[config.mk]
export PLATFORM = sky130hd
export DESIGN_NAME = matrix_frame_loader
export DESIGN_NICKNAME = d
export VERILOG_FILES = /design/src/rtl/matrix_frame_loader_pkg.sv /design/src/rtl/matrix_frame_loader.sv
export SDC_FILE = /design/constraint.sdc
export NUM_CORES = 1
export LEC_CHECK = 0
export ABC_AREA = 1
export CELL_PAD_IN_SITES_DETAIL_PLACEMENT = 1
export CELL_PAD_IN_SITES_GLOBAL_PLACEMENT = 2
export CORE_MARGIN = 2
export CORE_UTILIZATION = 30
export CTS_CLUSTER_SIZE = 25
export DETAILED_ROUTE_END_ITERATION = 16
export PLACE_DENSITY = 0.83
export SYNTH_ARGS = -nofsm -noshare
export SYNTH_HDL_FRONTEND = slang
export SYNTH_SLANG_ARGS = --single-unit
[constraint.sdc]
create_clock -name clk -period 2.3 [get_ports clk]
set_input_delay 0.345 -clock clk [delete_from_list [all_inputs] [get_ports clk]]
set_output_delay 0.345 -clock clk [all_outputs]
set_load 0.1 [all_outputs]
[src/rtl/matrix_frame_loader_pkg.sv]
// Shared definitions for the matrix frame bus: dimensions, FSM states and
// the element-to-bit-offset mapping used by every reader and writer of the bus.
package matrix_frame_loader_pkg;

    localparam int DIM_MAX  = 5;
    localparam int EW       = 8;
    localparam int FRAME_W  = DIM_MAX * DIM_MAX * EW;
    localparam int SIZE_MIN = 2;
    localparam int SIZE_MAX = 5;

    typedef enum logic [1:0] {
        IDLE = 2'd0,
        LOAD = 2'd1,
        HOLD = 2'd2
    } state_t;

    // Bit offset of element (r,c) inside the packed frame; row pitch is always DIM_MAX.
    function automatic int elem_lsb(input int r, input int c);
        return (DIM_MAX * r + c) * EW;
    endfunction

endpackage

[src/rtl/matrix_frame_loader.sv]
// Streams row-major elements of an NxN matrix (N = 2..5) into a zero-padded
// 5x5 frame and presents it on a valid/ready handshake to the determinant stage.
module matrix_frame_loader #(
    parameter int DIM_MAX = matrix_frame_loader_pkg::DIM_MAX,
    parameter int EW      = matrix_frame_loader_pkg::EW
) (
    input  logic                          clk,
    input  logic                          rst_n,
    input  logic                          start,
    input  logic [2:0]                    size,
    input  logic                          in_valid,
    input  logic [EW-1:0]                 in_data,
    output logic                          in_ready,
    output logic [DIM_MAX*DIM_MAX*EW-1:0] matrix,
    output logic                          out_valid,
    input  logic                          out_ready,
    output logic                          busy,
    output logic                          err
);

    import matrix_frame_loader_pkg::*;

    state_t                          state_r;
    logic [2:0]                      n_r;
    logic [2:0]                      row_r;
    logic [2:0]                      col_r;
    logic [DIM_MAX*DIM_MAX*EW-1:0]   matrix_r;
    logic                            in_ready_r;
    logic                            out_valid_r;
    logic                            busy_r;
    logic                            err_r;

    logic                            legal_s;
    logic                            last_col_s;
    logic                            last_s;
    logic                            accept_s;

    // Decode size legality, end-of-row / end-of-frame and element acceptance.
    always_comb begin
        legal_s    = 1'b0;
        last_col_s = 1'b0;
        last_s     = 1'b0;
        accept_s   = 1'b0;
        if ((size >= 3'(SIZE_MIN)) && (size <= 3'(SIZE_MAX))) begin
            legal_s = 1'b1;
        end else begin
            legal_s = 1'b0;
        end
        if (col_r == (n_r - 3'd1)) begin
            last_col_s = 1'b1;
        end else begin
            last_col_s = 1'b0;
        end
        if (last_col_s && (row_r == (n_r - 3'd1))) begin
            last_s = 1'b1;
        end else begin
            last_s = 1'b0;
        end
        if ((state_r == LOAD) && in_valid && in_ready_r) begin
            accept_s = 1'b1;
        end else begin
            accept_s = 1'b0;
        end
    end

    // Loader FSM: frame register, row/column counters and all registered outputs.
    always_ff @(posedge clk or negedge rst_n) begin
        if (!rst_n) begin
            state_r     <= IDLE;
            n_r         <= 3'd0;
            row_r       <= 3'd0;
            col_r       <= 3'd0;
            matrix_r    <= '0;
            in_ready_r  <= 1'b0;
            out_valid_r <= 1'b0;
            busy_r      <= 1'b0;
            err_r       <= 1'b0;
        end else begin
            err_r <= 1'b0;
            case (state_r)
                IDLE: begin
                    if (start) begin
                        if (legal_s) begin
                            state_r    <= LOAD;
                            n_r        <= size;
                            row_r      <= 3'd0;
                            col_r      <= 3'd0;
                            matrix_r   <= '0;
                            in_ready_r <= 1'b1;
                            busy_r     <= 1'b1;
                        end else begin
                            // Illegal size: flag it and leave the previous frame visible.
                            err_r <= 1'b1;
                        end
                    end
                end
                LOAD: begin
                    if (accept_s) begin
                        // Per-slot write decode; only the slot under (row_r,col_r) changes.
                        for (int r = 0; r < DIM_MAX; r++) begin
                            for (int c = 0; c < DIM_MAX; c++) begin
                                if ((row_r == 3'(r)) && (col_r == 3'(c))) begin
                                    matrix_r[elem_lsb(r, c) +: EW] <= in_data;
                                end
                            end
                        end
                        if (last_s) begin
                            state_r     <= HOLD;
                            in_ready_r  <= 1'b0;
                            out_valid_r <= 1'b1;
                        end else if (last_col_s) begin
                            col_r <= 3'd0;
                            row_r <= row_r + 3'd1;
                        end else begin
                            col_r <= col_r + 3'd1;
                        end
                    end
                end
                HOLD: begin
                    if (out_ready) begin
                        state_r     <= IDLE;
                        out_valid_r <= 1'b0;
                        busy_r      <= 1'b0;
                    end
                end
                default: begin
                    state_r     <= IDLE;
                    in_ready_r  <= 1'b0;
                    out_valid_r <= 1'b0;
                    busy_r      <= 1'b0;
                end
            endcase
        end
    end

    assign in_ready  = in_ready_r;
    assign matrix    = matrix_r;
    assign out_valid = out_valid_r;
    assign busy      = busy_r;
    assign err       = err_r;

endmodule

Word-level counts from Yosys, hierarchy flattened
Cells that the tools add are included.

Multiply operators: 0. $lt $le $gt $ge: 2. Equal/unequal tests: 44. Bitwise logic cells: 3. Divide/modulo/power cells: 0. Mux-type cells: 62. Shift operators: 0. Reduce and logical (&&, ||, !) cells: 65. $add $sub $neg: 3.

Operators with widths (number): $mux W200 (3); $pmux W200 S2 (1); $mux W8 (25); $reduce_and A5 Y1 (28); $ne A2 B1 Y1 const B (25); $logic_and A1 B1 Y1 (29); $mux W3 (8); $mux W1 (14); $ne A2 B2 Y1 const B (7); $eq A3 B2 Y1 const B (4); $pmux W3 S2 (2); $mux W2 (5); $pmux W1 S3 (3); $reduce_and A4 Y1 (2); $add A3 B1 Y3 const B (2); $eq A3 B1 Y1 const B (2); $eq A3 B3 Y1 (2); $eq A3 B3 Y1 const B (2); $logic_not A3 Y1 (2); $pmux W2 S3 (1); $reduce_and A6 Y1 (1); $ge A3 B2 Y1 const B (1); $le A3 B3 Y1 const B (1); $not A1 Y1 (3); other kinds (6) (6).

Bits in read-only memories: 0. Bits of input ports: 16. Bits in latches: 0. Bits in writable memories: 0. Memories: 0. Flip-flop bits (word level): 215.

Depth between registers and ports, before layout
Word-level depth: 8. Depth in mapped cells: 13. Mapped depth without buffers: 13.

Worst setup path after synthesis
OpenSTA, ideal clock, no wires.

Path kind: reg2reg. Start: register in_ready_r, in the netlist in_ready. End: register matrix_r[101], in the netlist matrix[101]. Clock period less this slack: 2191 ps. Path slack: 109 ps. Data arrival time: 2113 ps. Data required time: 2222 ps. Stages on the path, launching flop included: 11. Cell sequence: dfrtp_1 inv_1 o21ai_2 nand2_1 inv_2 nand2_8 buf_12 nand2_4 buf_6 nor2_1 a21oi_1.

Word-level cells in the longest chain between the ends: 4.

Ends and longest elaborated chain: from (decl) (RTL line matrix_frame_loader.sv:28) `logic in_ready_r;`; from (signal assigned) (RTL line matrix_frame_loader.sv:74) `in_ready_r <= 1'b0;`; from (signal assigned) (RTL line matrix_frame_loader.sv:89) `in_ready_r <= 1'b1;`; from (signal assigned) (RTL line matrix_frame_loader.sv:109) `in_ready_r <= 1'b0;`; $logic_and A1 B1 Y1 (RTL line matrix_frame_loader.sv:59) `if ((state_r == LOAD) && in_valid && in_ready_r) begin`; $mux W1 (RTL line matrix_frame_loader.sv:59); $ne A2 B2 Y1 (no line); $reduce_and A5 Y1 (no line); to (signal, indexed assignment) (RTL line matrix_frame_loader.sv:103) `matrix_r[elem_lsb(r, c) +: EW] <= in_data;`; to (decl) (RTL line matrix_frame_loader.sv:27) `logic [DIM_MAX*DIM_MAX*EW-1:0] matrix_r;`.

Every way passes these cells. A chain may end at the register's enable or synchronous reset.

Worst setup path in the final report
Start: register n_r[0]. End: register col_r[2].

Word-level cells in the longest chain between the ends: 7. Elaborated cells on any way between the ends: 12. Those cells by class: add/sub (1); eq/ne (3); mux (6); reduce/logical (2).

Ends and longest elaborated chain: from (decl) (RTL line matrix_frame_loader.sv:24) `logic [2:0] n_r;`; from (signal assigned) (RTL line matrix_frame_loader.sv:85) `n_r <= size;`; $sub A3 B1 Y3 * (RTL line matrix_frame_loader.sv:49, matrix_frame_loader.sv:54); $eq A3 B3 Y1 (RTL line matrix_frame_loader.sv:49) `if (col_r == (n_r - 3'd1)) begin`; $mux W1 (RTL line matrix_frame_loader.sv:49); $mux W3 / $logic_and A1 B1 Y1 (equally long branches) (RTL line matrix_frame_loader.sv:111, matrix_frame_loader.sv:54); $mux W3 / $mux W1 (equally long branches) (RTL line matrix_frame_loader.sv:107, matrix_frame_loader.sv:54); $mux W3 / $ne A2 B2 Y1 (equally long branches); $pmux W3 S2 / $reduce_and A5 Y1 (equally long branches); to (signal assigned) (RTL line matrix_frame_loader.sv:115) `col_r <= col_r + 3'd1;`; to (decl) (RTL line matrix_frame_loader.sv:26) `logic [2:0] col_r;`.

Mark *: on every way between the ends. The rest lies on a longest branch, timed or not. The select of a mux whose other input is x is not followed.

==> results.toml <==
[run_status]
status = "completed"

[die]
initial_core_util_pct = 30.3
number_of_ports_placed_on_the_die_boundary = 220
floorplan_die_width_um = 174
dieArea_um2 = 30300
floorplan.core_area_um2 = 28600
die_h_um = 174
rows = 62

[routing]
initialDrtViolationCount = 365
postRouteAntennaNets = 0
vias = 6872
detail_route.first_pass.iterations = 4
route.final.wire_length_mm = 27.9
drc_errors = 0
wl_per_cell_um = 18.6
route.detailed.vias_per_inst = 4.58

[worst_hold_path]
hp-class = "in2async"

[synthesis]
synth_flop_cell = "dfrtp_1"
synth.cell_area_um2 = 8670
synth.top_cell.area_share_pct = 62.0
yosys.cell_count.top_type = "dfrtp_1"
synthDominantAreaCellType = "dfrtp_1"
yosys_reg_bits = 215
synth_edf_count = 0
postSynthCellCount = 871
netlist_top_cells_area = "dfrtp_1 62%, a21oi_1 10%, nor2_1 8.5%"
synthArstFlopShare_pct = 100
yosysUniqueCellTypes = 29
synth.avg_cell_area_um2 = 9.96
top_cells_by_instance_count_after_synthesis = "215 x dfrtp_1, 197 x nor2_1, 178 x a21oi_1"
syn-num-nets = 898
yosysWarnings = 0
synth-seq-area-share_pct = 62.0

[setup_path]
path_type_of_the_worst_setup_path = "reg2reg"
timing.critical_path.arrival_ns = 2.39
critical_path_peak_fanout = 8
cp_required_ns = 2.74
cp-end-kind = "register"
sort_of_element_at_the_start_of_the_critical_path = "register"

[global_route]
first_global_vias = 7167
grt_antenna_before_repair = 0
busiest_layer = "met2"
globalRouteMet1Util_pct = 24.3
grt_use_met3_pct = 3.59
largest_net_degree_at_the_start_of_global_routing = 62
met2_global_route_usage_pct = 31.1
grt_remaining_overflow = 0
grt_first_pass_wirelength_mm = 43.2
gr-usage-all-layers_pct = 18.2

[sta]
maxSlewHeadroom_pct = 65.3
max_freq_mhz = 515
final-setup-viol-count = 0
rsz_0062_raised_after_global_routing = "false"
timing.final.hold_violations = 0
report.final.slew_viol_count = 0
tightestPinTransition_ns = 0.520
final.setup_skew_ns = 0.0140
layout_min_cycle_time_ns = 1.94
layout_worst_path_cycle_share_pct = 84.5
setup_total_negative_slack_ns = 0
hold_slack_ns = 0.393

[clock_network]
cts_root_buf = "clkbuf_16"
cts.reportedPaths.clkPinSlew_ns = 0.06
clk_latency_worst_skew_pair_ns = 0.52
clock_tree.htree_level_count = 1
clkSinkCount = 215
numCtsBuffers = 25
postCtsResizedCells = 0
cts-root-to-sink-buffers = 3
cts_tree = "yes"

[final_layout]
num_antenna_cells = 0
syn2layout_area_growth_pct = 34.1
final_cell_count_no_fill = 1502
design.final.nets = 1126
layout-drive-gt1-share_pct = 27.4

[place]
portBuffers = 219
place.detailed.instances = 1455
gpl.final_weighted_congestion = 0.773
place.detailed.hpwl_mm = 18.9

[job]
max_cap_viol_count = 0
-- flip-flops by register name, summed over array words and instances (netlist names) --
register   flops
matrix       200
col_r          3
n_r            3
row_r          3
state_r        2
busy           1
err            1
in_ready       1
out_valid      1
-- final cells by class --
| cell class | count | area, µm² |
|---|---|---|
| Sequential cell | 215 | 5380 |
| Inverter | 39 | 146 |
| Fill cell | 3237 | 17000 |
| Multi-Input combinational cell | 572 | 2800 |
| Timing Repair Buffer | 246 | 1940 |
| Clock buffer | 33 | 686 |
| Tap cell | 384 | 480 |
| Clock inverter | 13 | 203 |
-- critical path, cell delays in order (launching register included) --
cell	delay (ns)
dfrtp_1	0.41
inv_1	0.10
ha_1	0.36
inv_1	0.05
nand2_1	0.06
nand2_1	0.06
inv_1	0.05
nand2_1	0.05
nor2_1	0.14
nand3_1	0.24
nand3_1	0.21
nand2_1	0.07
nand2_1	0.07
-- stage by stage --
| step | worst slack [ns] | util [%] | cell area, µm² |
|---|---|---|---|
| detailed placement | 0.139 | 37.5 | 10700 |
| floorplan | 0.109 | - | 8670 |
| finish | 0.357 | 40.6 | 11600 |
| global route | 0.130 | 40.6 | 11600 |
| CTS | 0.321 | 40.6 | 11600 |
| global placement | 0.184 | 37.5 | 10700 |
-- logic make-up (layout without fill, tap and decap cells) --
kind of cell / Yosys count / count (layout) / share of synthesized area [%]
compound gates: 213 / 213 / 12.9
fa+ha+maj: 11 / 11 / 1.59
buf+inv: 84 / 331 / 5.74
flops: 215 / 215 / 62.0
simple gates: 348 / 348 / 17.8
-- layout by cell type (no fill, tap or decap), drive strengths merged --
master,synthesis,layout
a21oi,179,179
buf,29,231
bufinv,0,5
clkbuf,16,33
clkdlybuf4s50,0,14
clkinv,1,6
clkinvlp,0,2
dfrtp,215,215
dlygate4sd3,0,1
ha,11,11
inv,38,39
nand2,116,116
nand3,22,22
nand4,6,6
nor2,201,201
nor3,2,2
nor4,1,1
o21ai,30,30
o22ai,2,2
o31ai,2,2
-- final timing paths --
kind                                               from                       to  slack (ns)  depth (start not counted)
worst max register to register       n_r[0]$_DFFE_PN0P_     col_r[2]$_DFFE_PN0P_        0.36                         12
worst min-delay path                              rst_n  matrix[184]$_DFFE_PN0P_        0.39                          2
max in group asynchronous                         rst_n   matrix[72]$_DFFE_PN0P_        1.21                          3
worst max-delay path                 n_r[0]$_DFFE_PN0P_     col_r[2]$_DFFE_PN0P_        0.36                         12
min in group clk                             in_data[1]   matrix[89]$_DFFE_PN0P_        0.47                          3
worst min register to register  matrix[162]$_DFFE_PN0P_  matrix[162]$_DFFE_PN0P_        0.49                          2
-- per-layer routing --
metal,share of wire [%],vias to the layer above
met5,0,-
met4,1.4,0
met3,5.2,35
met2,48,158
met1,45,3383
li1,-,3296
-- timing repair --
item	4_1_cts	5_1_grt
endpoints found under the hold margin	55	0
hold buffers	1	0
buffers inserted	0	0
setup endpoints to repair	0	0
Power is not shown: default switching activity piles up to over one toggle a cycle in this logic, so the estimate is an artifact.
